`src/rtl/fwd_hazard_ctrl.sv`:
```
// fwd_hazard_ctrl
//   Forwarding and load-use hazard control for a 5-stage MIPS pipeline,
//   located in the ID stage. Shadows the destination info of the
//   instructions in EX and MEM and derives, every cycle:
//     - forward selects for operand A (rs) and operand B (rt)
//         00 register file, 01 EX ALU result, 10 MEM ALU result, 11 MEM load data
//     - PC/IF-ID write enable (wpcir, 0 = stall) and bubble-insert strobe
//     - a saturating count of load-use stall cycles
//
// Ports
//   clk        pipeline clock, rising-edge state updates
//   clrn       asynchronous active-low reset
//   id_rs/rt   source registers of the ID instruction
//   id_use_rs/rt  ID instruction actually reads rs / rt
//   id_wreg    ID instruction writes the register file
//   id_m2reg   ID instruction is a load
//   id_rn      destination register of the ID instruction
//   flush      ID instruction squashed by a taken branch/jump
//   freeze     global hold; all state holds
//   fwda/fwdb  operand A / B forward selects
//   wpcir      PC / IF-ID write enable
//   bubble     EX receives a NOP this cycle
//   stall_cnt  saturating load-use stall cycle counter

module fwd_hazard_ctrl #(
  parameter int unsigned RA_W  = 5,
  parameter int unsigned CNT_W = 16
) (
  input  logic             clk,
  input  logic             clrn,
  input  logic [RA_W-1:0]  id_rs,
  input  logic [RA_W-1:0]  id_rt,
  input  logic             id_use_rs,
  input  logic             id_use_rt,
  input  logic             id_wreg,
  input  logic             id_m2reg,
  input  logic [RA_W-1:0]  id_rn,
  input  logic             flush,
  input  logic             freeze,
  output logic [1:0]       fwda,
  output logic [1:0]       fwdb,
  output logic             wpcir,
  output logic             bubble,
  output logic [CNT_W-1:0] stall_cnt
);

  // Shadow copies of the EX and MEM destination info
  logic            ex_wreg, ex_m2reg;
  logic [RA_W-1:0] ex_rn;
  logic            mm_wreg, mm_m2reg;
  logic [RA_W-1:0] mm_rn;

  logic exm_a, mmm_a, exm_b, mmm_b;
  logic haz_a, haz_b, stall;

  always_comb begin
    exm_a = id_use_rs & ex_wreg & (ex_rn == id_rs) & (id_rs != '0);
    mmm_a = id_use_rs & mm_wreg & (mm_rn == id_rs) & (id_rs != '0);
    exm_b = id_use_rt & ex_wreg & (ex_rn == id_rt) & (id_rt != '0);
    mmm_b = id_use_rt & mm_wreg & (mm_rn == id_rt) & (id_rt != '0);

    // A load still in EX has no data yet: select falls back to 00 and stall
    haz_a = exm_a & ex_m2reg;
    haz_b = exm_b & ex_m2reg;

    // EX is the younger producer, so it takes priority over MEM
    if (exm_a)      fwda = ex_m2reg ? 2'b00 : 2'b01;
    else if (mmm_a) fwda = mm_m2reg ? 2'b11 : 2'b10;
    else            fwda = 2'b00;

    if (exm_b)      fwdb = ex_m2reg ? 2'b00 : 2'b01;
    else if (mmm_b) fwdb = mm_m2reg ? 2'b11 : 2'b10;
    else            fwdb = 2'b00;

    // A flushed ID instruction is dead, so it cannot cause a stall
    stall  = (haz_a | haz_b) & ~flush;
    wpcir  = ~stall & ~freeze;
    bubble = (stall | flush) & ~freeze;
  end

  always_ff @(posedge clk or negedge clrn) begin
    if (!clrn) begin
      ex_wreg   <= 1'b0;
      ex_m2reg  <= 1'b0;
      ex_rn     <= '0;
      mm_wreg   <= 1'b0;
      mm_m2reg  <= 1'b0;
      mm_rn     <= '0;
      stall_cnt <= '0;
    end else if (!freeze) begin
      mm_wreg  <= ex_wreg;
      mm_m2reg <= ex_m2reg;
      mm_rn    <= ex_rn;
      if (stall | flush) begin
        ex_wreg  <= 1'b0;
        ex_m2reg <= 1'b0;
        ex_rn    <= '0;
      end else begin
        ex_wreg  <= id_wreg;
        ex_m2reg <= id_m2reg;
        ex_rn    <= id_rn;
      end
      if (stall && (stall_cnt != '1))
        stall_cnt <= stall_cnt + 1'b1;
    end
  end

endmodule

```
`config.mk`:
```
export PLATFORM = sky130hd
export DESIGN_NAME = fwd_hazard_ctrl
export DESIGN_NICKNAME = d
export VERILOG_FILES = /design/src/rtl/fwd_hazard_ctrl.sv
export SDC_FILE = /design/constraint.sdc
export NUM_CORES = 1
export LEC_CHECK = 0
export BUFFER_PORTS_ARGS = -buffer_cell sky130_fd_sc_hd__buf_2
export CAP_MARGIN = 20
export CORE_ASPECT_RATIO = 1.5
export CORE_MARGIN = 5
export CORE_UTILIZATION = 45
export DETAILED_ROUTE_END_ITERATION = 12
export HOLD_SLACK_MARGIN = 0.12
export MAX_ROUTING_LAYER = met4
export PLACE_DENSITY_LB_ADDON = 0.1
export SETUP_SLACK_MARGIN = 0.1
export SLEW_MARGIN = 20
export SYNTH_ARGS = -nofsm -noshare
export SYNTH_HDL_FRONTEND = slang
export SYNTH_SLANG_ARGS = --single-unit
export TNS_END_PERCENT = 10
```
`constraint.sdc`:
```
create_clock -name clk -period 2.3 [get_ports clk]
set_clock_uncertainty 0.05 [all_clocks]
set_input_delay 0.115 -clock clk [delete_from_list [all_inputs] [get_ports clk]]
set_output_delay 0.115 -clock clk [all_outputs]
set_load 0.01 [all_outputs]
```
; After elaboration in Yosys (flattened, before gate mapping)
; Cells that the tools add are included.
[word_totals]
register_bits = 30
[classes]
bitwise = 22
n_addsub = 1
eq_ne = 5
mux = 9
n_reduce_logical = 4
[ops]
columns = operator, count
row1 = $eq A5 B5 Y1, 4
row2 = $and A1 B1 Y1, 17
row3 = $add A16 B1 Y16 const B, 1
row4 = $ne A16 B16 Y1 const B, 1
row5 = $reduce_bool A5 Y1, 2
row6 = $mux W2, 4
row7 = $mux W5, 1
row8 = $mux W1, 4
row9 = $not A1 Y1, 3
row10 = $or A1 B1 Y1, 2
row11 = $reduce_and A2 Y1, 1
row12 = $logic_and A1 B1 Y1, 1

; Logic depth before layout (Yosys ltp)
[logic_depth]
ltp_word = 8
ltp_mapped = 7

; Least setup slack after synthesis
; OpenSTA, ideal clock, no wires.
[synth_timing]
kind = register -> register
from = reg ex_rn[2]
to = reg stall_cnt[1]
setup_slack_ps = 388
arrival_time_ps = 1734
stages_incl_launch_ff = 6
path_cell_list = dfrtp_1 -> xor2_1 -> nor4_2 -> nand4b_2 -> a21oi_2 -> mux2_1
[synth_via]
elab_chain_len = 8
elab_cells_between_ends = 12
[synth_rtl]
columns = item, line
row1 = from (decl), 49  ; logic [RA_W-1:0] ex_rn;
row2 = from (signal assigned), 101  ; ex_rn <= id_rn;
row3 = "$eq A5 B5 Y1, on equally long branches", "57, 59"
row4 = "$and A1 B1 Y1, on equally long branches (2 in series)", "57, 59"
row5 = "$and A1 B1 Y1, on equally long branches", "63, 64"
row6 = $or A1 B1 Y1 *, 76  ; stall = (haz_a | haz_b) & ~flush;
row7 = $and A1 B1 Y1 *, 76
row8 = $logic_and A1 B1 Y1 *, 103  ; if (stall && (stall_cnt != '1))
row9 = $reduce_and A2 Y1 (no line) *, n/a
row10 = to (signal assigned), 104  ; stall_cnt <= stall_cnt + 1'b1;
row11 = to (decl), 44  ; output logic [CNT_W-1:0] stall_cnt
; Mark *: on every way between the ends. The rest lies on a longest branch, timed or not.
; A chain may end at the register's enable or synchronous reset.

; Final worst setup path
[layout_timing]
from = reg ex_rn[2]
to = out fwda[0]
[layout_via]
elab_chain_len = 4
[layout_rtl]
columns = item, line
row1 = $eq A5 B5 Y1, 57  ; exm_a = id_use_rs & ex_wreg & (ex_rn == id_rs) & (id_rs != '0);
row2 = $and A1 B1 Y1 (2 in series), 57
row3 = $mux W2, 67  ; if (exm_a) fwda = ex_m2reg ? 2'b00 : 2'b01;
row4 = to (decl), 40  ; output logic [1:0] fwda,
; Every way passes these cells.

==> run summary <==
count of final max-slew check failures - 0
CP cell instances - xor2_1 > nor4_2 > nand4b_2 > nor3b_2 > o2bb2ai_1 > buf_2
power per cell area - 541 nW/um^2
Post-Syn Area per Cell - 11.3 sq um
Die X - 59.6 um
Worst Setup End Kind - output pin
Critical Path Fanout Max - 5
DRC - 0
fmax - 0.469 GHz
I/O Buffers - 44
Setup Crit Path Kind - reg2out
global-route wire length before repair - 6470 um
via count - 1,345
synthesized cell area - 1660 sq um
Top Ports - 45
CTS tree - done
antenna violations before repair - 0
hpwl dp - 3090 um
clock-pin slew on the worst setup and hold paths - 60 ps
Synthesis Warnings - 0
Total GRT Usage - 0.174
worst reg2reg path depth - 5
Max Root-Sink Buffers - 2
synthesized flop and latch total - 30
# Max-Cap Violations - 0
status - finished, final reports clean
Sinks on Clock Net - 30
Syn Nets - 171
Final nets - 229
most frequent cells in the layout - 44 x buf_2, 30 x dfrtp_1, 18 x xor2_1
gpl congestion - 0.931
peak supply drop - 0.000517 V
post-synthesis sequential area ratio - 0.453
leakage - 1.07 nW
Final Hold Vio Count - 0
Die ar. - 5020 sq um
drt wl/cell - 16.1 um
Root Buffer - clkbuf_8
Hold Crit Class - in2reg
Tot Pwr - 1.14 mW
min Tclk post-route - 2130 ps
H-tree depth - 2
Die Ht - 84.3 um
GRT overflow - 0
CP Data Arrival Time - 1970 ps
Post-Syn Instances - 147
ratio of final minimum period to clock period - 0.927
slowest stage cell, crit path - dfrtp_1
Rel. slew slack - 0.558
number of diodes - 0
required arrival time at the worst endpoint - 2130 ps
CP max stage delay - 430 ps
routed wire length - 3970 um
Final Hold Slack - 214 ps
Fillers - 339
Startpoint Class - flop
WHS Path Cells - 3
core area - 3610 sq um
Final Worst Setup Slack - 169 ps
setup TNS - 0 ps
vias in the first global route - 1,380
largest net degree at the start of global routing - 31
via/cell ratio - 5.45
Worst Tran Pin Value - 664 ps
most common cell after layout, fill and taps aside - buf_2
pre-CTS setup slack - 179 ps
Inserted Clock Buffers - 5
Skew-Pair Late Insertion Delay - 270 ps
DR iter-0 viols - 50
row count - 27
DP Area - 1930 sq um
library cells used by synthesis - 34
Post-DRT Antenna Nets - 0
Final Setup Violations - 0
area growth from synthesis to layout - 26.8%
layout cells sized above 1 - 0.348
Final Cell Area - 2100 sq um
DRT Pass-1 Iters - 4
RSZ-0062 raised after global routing - true
initial core utilization - 0.459
==> flip-flops by register name (all words and copies together) (netlist names) <==
name	count
mm_m2reg	1
ex_rn	5
mm_rn	5
ex_wreg	1
stall_cnt	16
mm_wreg	1
ex_m2reg	1
==> cell usage after synthesis (all sizes together) <==
master | instances | area share
nand2 | 11 | 0.025
nand4b | 2 | 0.018
buf | 1 | 0.0030
a21boi | 1 | 0.011
nor2 | 3 | 0.0068
and3 | 4 | 0.015
nand3 | 9 | 0.027
xor2 | 18 | 0.095
nand4 | 6 | 0.023
inv | 1 | 0.0023
and2 | 2 | 0.0091
a22o | 6 | 0.032
and4 | 4 | 0.021
xnor2 | 17 | 0.090
clkbuf | 2 | 0.0045
nor3 | 6 | 0.025
nor3b | 1 | 0.0045
mux2 | 8 | 0.054
o2bb2ai | 1 | 0.0053
nor4 | 4 | 0.032
or4 | 2 | 0.0091
dfrtp | 30 | 0.45
a21oi | 2 | 0.0083
o21ai | 4 | 0.014
ha | 1 | 0.0075
a31oi | 1 | 0.0038
==> repair_timing <==
action                                  in CTS  in global routing
hold endpoints to repair                    37                  0
buffers inserted                             1                  0
resized for setup                            0                  1
endpoints found under the setup margin       2                  4
hold buffers                                 8                  0
pin swaps                                    1                  2
==> worst paths after layout <==
path | end | slack (ps) | start
worst max-delay path | fwda[0] | 170 | ex_rn[2]
worst min register to register | stall_cnt[9] | 440 | stall_cnt[9]
worst min-delay path | ex_rn[1] | 210 | flush
max in group asynchronous | ex_rn[1] | 1400 | clrn
worst max register to register | stall_cnt[1] | 190 | ex_rn[2]
min in group asynchronous | mm_rn[3] | 360 | clrn
==> per-layer routing <==
metal | GRT usage | vias up | share of wire
met5 | - | - | 0
met4 | 0.0887 | 0 | 0.034
met3 | 0.0277 | 11 | 0.047
met2 | 0.290 | 40 | 0.53
met1 | 0.196 | 649 | 0.39
li1 | - | 645 | -
==> final cells by class <==
cell class                 instances  area (sq um)  area share
inverter                           1          3.75     0.00179
tap                               43          53.8      0.0256
timing repair buffer              54           315       0.150
sequential                        30           751       0.357
multi-input combinational        113           896       0.426
clock buffer                       6          82.6      0.0393
==> cell families after synthesis <==
kind of cell | synth area share
AOI/OAI and AO/OA | 0.0755
xor gates and xnor gates | 0.185
adders and majority gates | 0.00755
buffers and inverters | 0.00981
DFF | 0.453
muxes | 0.0543
and+or+nand+nor | 0.215
==> where the power goes <==
| part | switching [mW] | total, mW | internal (mW) |
|---|---|---|---|
| clock network | 0.173 | 0.403 | 0.230 |
| logic | 0.0732 | 0.152 | 0.0788 |
| registers | 0.0313 | 0.583 | 0.552 |
| total | 0.277 | 1.14 | 0.861 |
==> through the flow <==
step	util	cells
after global placement	0.533	232
after floorplan	-	147
after global routing	0.582	247
final	0.582	247
after CTS	0.580	247
after detailed placement	0.533	232
==> critical path, delay by kind of cell, from the launching register on <==
kind | cells | cell delay [ps]
buffers and inverters | 1 | 150
XOR/XNOR | 1 | 190
flip-flops | 1 | 430
AND/OR/NAND/NOR | 3 | 780
AO/OA/AOI/OAI | 1 | 140
No activity file was read; power rests on OpenSTA's default activity.
